### src/rtl/irq_controller.sv
// rtl/irq_controller.sv - 8-line vectored interrupt controller with IO-mapped MASK/VBASE/PEND/ISR registers
module irq_controller (
  input  logic        gclk1,
  input  logic        resetn,
  input  logic [19:0] A,
  input  logic [7:0]  d_in,
  output logic [7:0]  d_out,
  output logic        d_oe,
  input  logic        iorqn,
  input  logic        rdn,
  input  logic        wrn,
  input  logic        intan,
  input  logic [7:0]  irqn,
  output logic        intn,
  output logic        busy
);

  typedef enum logic [1:0] {S_IDLE, S_REQ, S_ACK, S_SERV} state_t;

  logic [1:0] rst_sync;
  logic       rst_n;
  logic [7:0] irq_s1, irq_s2, irq_d;
  logic [2:0] wr_sync, ia_sync;   // [0] first stage, [1] synchronised, [2] previous
  logic [7:0] pend, isr, mask;
  logic [4:0] vbase;
  logic [2:0] id, id_nxt, lowest;
  state_t     state, state_nxt;
  logic [7:0] irq_fall, req_vec, w1c_clr, ack_clr;
  logic       wr_commit, addr_hit, eoi, ia_rise, isr_set;

  // Reset asserts asynchronously but releases two edges later, aligned to gclk1
  always_ff @(posedge gclk1 or negedge resetn) begin
    if (!resetn) rst_sync <= 2'b00;
    else         rst_sync <= {rst_sync[0], 1'b1};
  end
  assign rst_n = rst_sync[1];

  always_ff @(posedge gclk1 or negedge rst_n) begin
    if (!rst_n) begin
      irq_s1  <= 8'hFF;
      irq_s2  <= 8'hFF;
      irq_d   <= 8'hFF;
      wr_sync <= 3'b111;
      ia_sync <= 3'b111;
    end else begin
      irq_s1  <= irqn;
      irq_s2  <= irq_s1;
      irq_d   <= irq_s2;
      wr_sync <= {wr_sync[1:0], wrn};
      ia_sync <= {ia_sync[1:0], intan};
    end
  end

  assign irq_fall  = irq_d & ~irq_s2;
  assign ia_rise   = ia_sync[1] & ~ia_sync[2];
  assign addr_hit  = (A[19:2] == 18'h00008);
  assign wr_commit = wr_sync[2] & ~wr_sync[1] & ~iorqn & intan;
  assign eoi       = wr_commit & addr_hit & (A[1:0] == 2'd3);
  assign w1c_clr   = (wr_commit && addr_hit && A[1:0] == 2'd2) ? d_in : 8'h00;
  assign req_vec   = pend & ~mask;

  always_comb begin
    lowest = 3'd0;
    for (int i = 7; i >= 0; i--)
      if (req_vec[i]) lowest = i[2:0];
  end

  always_comb begin
    state_nxt = state;
    id_nxt    = id;
    ack_clr   = 8'h00;
    isr_set   = 1'b0;
    case (state)
      S_IDLE: if (req_vec != 8'h00 && isr == 8'h00) begin
        state_nxt = S_REQ;
        id_nxt    = lowest;
      end
      // A request that loses its pending bit or gets masked before INTA is withdrawn
      S_REQ: begin
        if (!pend[id] || mask[id]) state_nxt = S_IDLE;
        else if (!ia_sync[1])      state_nxt = S_ACK;
      end
      S_ACK: if (ia_rise) begin
        state_nxt = S_SERV;
        ack_clr   = 8'h01 << id;
        isr_set   = 1'b1;
      end
      S_SERV: if (eoi) state_nxt = S_IDLE;
      default: state_nxt = S_IDLE;
    endcase
  end

  always_ff @(posedge gclk1 or negedge rst_n) begin
    if (!rst_n) begin
      state <= S_IDLE;
      id    <= 3'd0;
      pend  <= 8'h00;
      isr   <= 8'h00;
      mask  <= 8'hFF;
      vbase <= 5'd0;
    end else begin
      state <= state_nxt;
      id    <= id_nxt;
      // New edges win over any clear landing on the same cycle
      pend  <= (pend & ~(w1c_clr | ack_clr)) | irq_fall;
      if (isr_set)                    isr <= 8'h01 << id;
      else if (state == S_SERV && eoi) isr <= 8'h00;
      if (wr_commit && addr_hit && A[1:0] == 2'd0) mask  <= d_in;
      if (wr_commit && addr_hit && A[1:0] == 2'd1) vbase <= d_in[7:3];
    end
  end

  always_comb begin
    d_oe  = 1'b0;
    d_out = 8'h00;
    if (resetn) begin
      if (!intan && (state == S_REQ || state == S_ACK)) begin
        d_oe  = 1'b1;
        d_out = {vbase, id};
      end else if (!iorqn && !rdn && intan && addr_hit) begin
        d_oe = 1'b1;
        case (A[1:0])
          2'd0:    d_out = mask;
          2'd1:    d_out = {vbase, 3'b000};
          2'd2:    d_out = pend;
          default: d_out = isr;
        endcase
      end
    end
  end

  assign intn = ~(state == S_REQ || state == S_ACK);
  assign busy = (state != S_IDLE);

endmodule

### config.mk
export PLATFORM = sky130hd
export DESIGN_NAME = irq_controller
export DESIGN_NICKNAME = d
export VERILOG_FILES = /design/src/rtl/irq_controller.sv
export SDC_FILE = /design/constraint.sdc
export NUM_CORES = 1
export LEC_CHECK = 0
export BUFFER_PORTS_ARGS = -buffer_cell sky130_fd_sc_hd__buf_2
export CAP_MARGIN = 10
export CORE_ASPECT_RATIO = 1.75
export CORE_MARGIN = 8
export CORE_UTILIZATION = 40
export CTS_CLUSTER_DIAMETER = 150
export DETAILED_ROUTE_END_ITERATION = 7
export PLACE_DENSITY = 0.62
export SLEW_MARGIN = 10
export SYNTH_ARGS = -nofsm -noshare
export SYNTH_HDL_FRONTEND = slang
export SYNTH_SLANG_ARGS = --single-unit
### constraint.sdc
create_clock -name gclk1 -period 5.5 [get_ports gclk1]
set_input_delay 0.825 -clock gclk1 [delete_from_list [all_inputs] [get_ports gclk1]]
set_output_delay 0.825 -clock gclk1 [all_outputs]
set_load 0.03 [all_outputs]
==> results.py <==
metrics = {
    "route": {
        "drt-total-wl_mm": 7.23,
        "drt-vias-per-instance": 5.53,
        "drt_pre_antenna_iters": 4,
        "drcViolationCount": 0,
        "ant_nets": 0,
        "routedWlPerCell_um": 18.4,
        "num_vias": 2180,
        "dr.first_iter.drc_count": 123,
    },
    "flow_run": {
        "maxCapViolCount": 0,
    },
    "min_path": {
        "hold_class": "in2async",
    },
    "critical_path": {
        "crit_buf_inv": 2,
        "end_kind": "output port",
        "crit_slowest_cell": "nor3_1",
        "crit_type": "in2out",
        "required_ns": 4.68,
        "cp-start-kind": "input port",
        "crit_path_max_fanout": 6,
        "regToRegSetupSlack_ns": 3.18,
        "path_cells": "buf_2, nor4b_1, nand4_1, nor3_1, o21a_1, o211a_1, buf_2",
        "cp.arrival_ns": 2.82,
        "cp_common_cell": "buf_2",
        "max_stage_delay_ns": 0.61,
        "crit_family": "simple AND/OR/NAND/NOR gates",
    },
    "power": {
        "p_total_w": 0.00112,
        "leakagePower_nw": 1.64,
        "seqPwrFrac_pct": 45.5,
        "p_int_w": 0.000888,
        "power_density_nw_per_um2": 306,
        "pwr-share-comb_pct": 3.6,
        "p_clk_share_pct": 50.9,
        "netSwitchingPower_w": 0.000237,
        "ir_worst_vdd_v": 0.000208,
        "switching_share_pct": 21.1,
    },
    "global_route": {
        "grt_overflow_total": 0,
        "grt_pass1_wl_mm": 11.9,
        "grt_util_all_layers_pct": 14.5,
        "grt_max_degree": 65,
        "antenna_found_initial": 0,
        "grt_pass1_vias": 2337,
    },
    "clock_network": {
        "clk_latency_ns": 0.34,
        "clockRootBuffer": "clkbuf_16",
        "cts_resized": 0,
        "cts_max_path_buffers": 2,
        "numCtsBuffers": 9,
        "ctsHtreeMaxLevel": 3,
        "post-cts-setup-buffers": 0,
        "clkSlewWorstSetupHoldPaths_ns": 0.05,
        "cts_tree": "yes",
        "hold_buffers": 0,
        "clkSinkCount": 66,
    },
    "cells_and_area": {
        "fillCellCount": 698,
        "final_util_pct": 49.3,
        "syn_to_final_growth_pct": 21.0,
        "seqCellArea_um2": 1700,
        "drive_above_1_share_pct": 45.4,
        "num_antenna_cells": 0,
        "nNetsFinal": 348,
        "multiInputGateArea_um2": 1240,
        "final_cell_mix": "52 x buf_2, 38 x dfstp_2, 27 x dfrtp_1",
        "final_common_cell": "buf_2",
    },
    "floorplanning": {
        "ioPinCount": 53,
        "dieArea_um2": 10800,
        "die_h_um": 131,
        "die_w_um": 81.9,
        "start_util_pct": 40.8,
        "fp-row-count": 42,
        "core_area_um2": 7460,
    },
    "sta": {
        "hold_viol_final": 0,
        "tightest_slew_ns": 0.873,
        "finClkSkew_ns": 0.00630,
        "layout_min_cycle_time_ns": 3.64,
        "finalSetupViolations": 0,
        "fin_crit_sh_pct": 66.2,
        "slew_headroom_pct": 41.0,
        "tns_ns": 0,
        "rsz0062_at_grt": "no",
        "slew_viol_final": 0,
        "fmax_mhz": 274,
    },
    "logic_synthesis": {
        "synth-seq-area-share_pct": 55.9,
        "synth.net_count": 293,
        "syn-cell-area_um2": 3040,
        "synth-edff-count": 0,
        "synth_ff_type": "dfstp_2",
        "ys_seq_elements": 66,
        "async_flop_share_pct": 100,
        "synth_area_per_cell_um2": 12.4,
        "ys.warnings.count": 0,
        "synth.distinct_cells": 47,
        "syn_inst": 246,
    },
    "placement": {
        "hpwl_mm": 5.38,
        "gp_congestion": 0.818,
        "portBuffers": 52,
    },
    "status": {
        "status": "finished, final reports clean",
    },
}
## registers in the layout, summed over array words and instances, names as in the netlist, named ones only
name,count
irq_d,8
irq_s1,8
irq_s2,8
isr,8
mask,8
pend,8
vbase,5
ia_sync,3
id,3
wr_sync,3
rst_sync,2
state,1
## power by group through the flow
stage	logic (W)	clock network [W]	registers (W)
finish	0.0000408	0.000572	0.000512
global route	0.0000465	0.000605	0.000513
CTS	0.0000423	0.000584	0.000512
detailed placement	0.0000420	0	0.000519
global placement	0.0000415	0	0.000518
floorplan	0.0000133	0	0.000524
## cells in the mapped netlist (all sizes together), types with 4 or more instances
master	n	area (µm²)
a21oi	5	25.0
nor4	5	31.3
mux2i	4	40.0
nand2b	6	37.5
o22ai	9	56.3
buf	4	25.0
nor2b	14	87.6
mux2	13	146
clkbuf	5	18.8
nand3	7	35.0
nand2	11	41.3
inv	16	60.1
mux4	6	135
dfstp	38	998
and3	8	60.1
nor2	7	26.3
o21ai	4	20.0
o211ai	4	30.0
ha	5	62.6
dfrtp	28	701
a22oi	5	37.5
## area by class of cell
cell class,count,area share (%)
Clock buffer,10,6.49
Clock inverter,6,1.77
Inverter,16,1.63
Multi-Input combinational cell,155,33.7
Sequential cell,66,46.2
Tap cell,88,2.99
Timing Repair Buffer,53,7.27
## worst paths after layout
path,start,cells after the start,end
max,iorqn,7,d_out[0]
min,resetn,1,rst_sync[0]$_DFF_PN0_
max reg2reg,wr_sync[2]$_DFF_PN1_,4,mask[1]$_DFFE_PN1P_
min reg2reg,rst_sync[0]$_DFF_PN0_,0,rst_sync[1]$_DFF_PN0_
max in group asynchronous,rst_sync[1]$_DFF_PN0_,1,async pin
min in group gclk1,rst_sync[0]$_DFF_PN0_,0,rst_sync[1]$_DFF_PN0_
## layer usage
metal  wire length (µm)  global-route usage, %  share of wire [%]
met4                228                   7.17                3.2
met3                483                   4.37                6.7
met1               2710                   15.7                 38
met5                  0                      0                  0
met2               3810                   24.2                 53
## cell families after synthesis
group / after synthesis / share of synthesized area, %
flops: 66 / 55.9
other cells: 1 / 0.123
mux: 23 / 10.6
buf+inv: 25 / 3.41
fa+ha+maj: 5 / 2.06
compound gates: 51 / 12.7
simple gates: 75 / 15.3
## stage by stage
step	area, µm²	setup slack (ns)	cells	hold WS (ns)
6_report	3680	1.86	394	0.313
5_1_grt	3680	1.63	394	0.312
4_1_cts	3680	1.86	394	0.307
3_5_place_dp	3380	1.86	378	0.345
3_3_place_gp	3380	1.98	378	0.335
2_1_floorplan	3040	2.09	246	0.331
(Power assumes the default switching activity.)
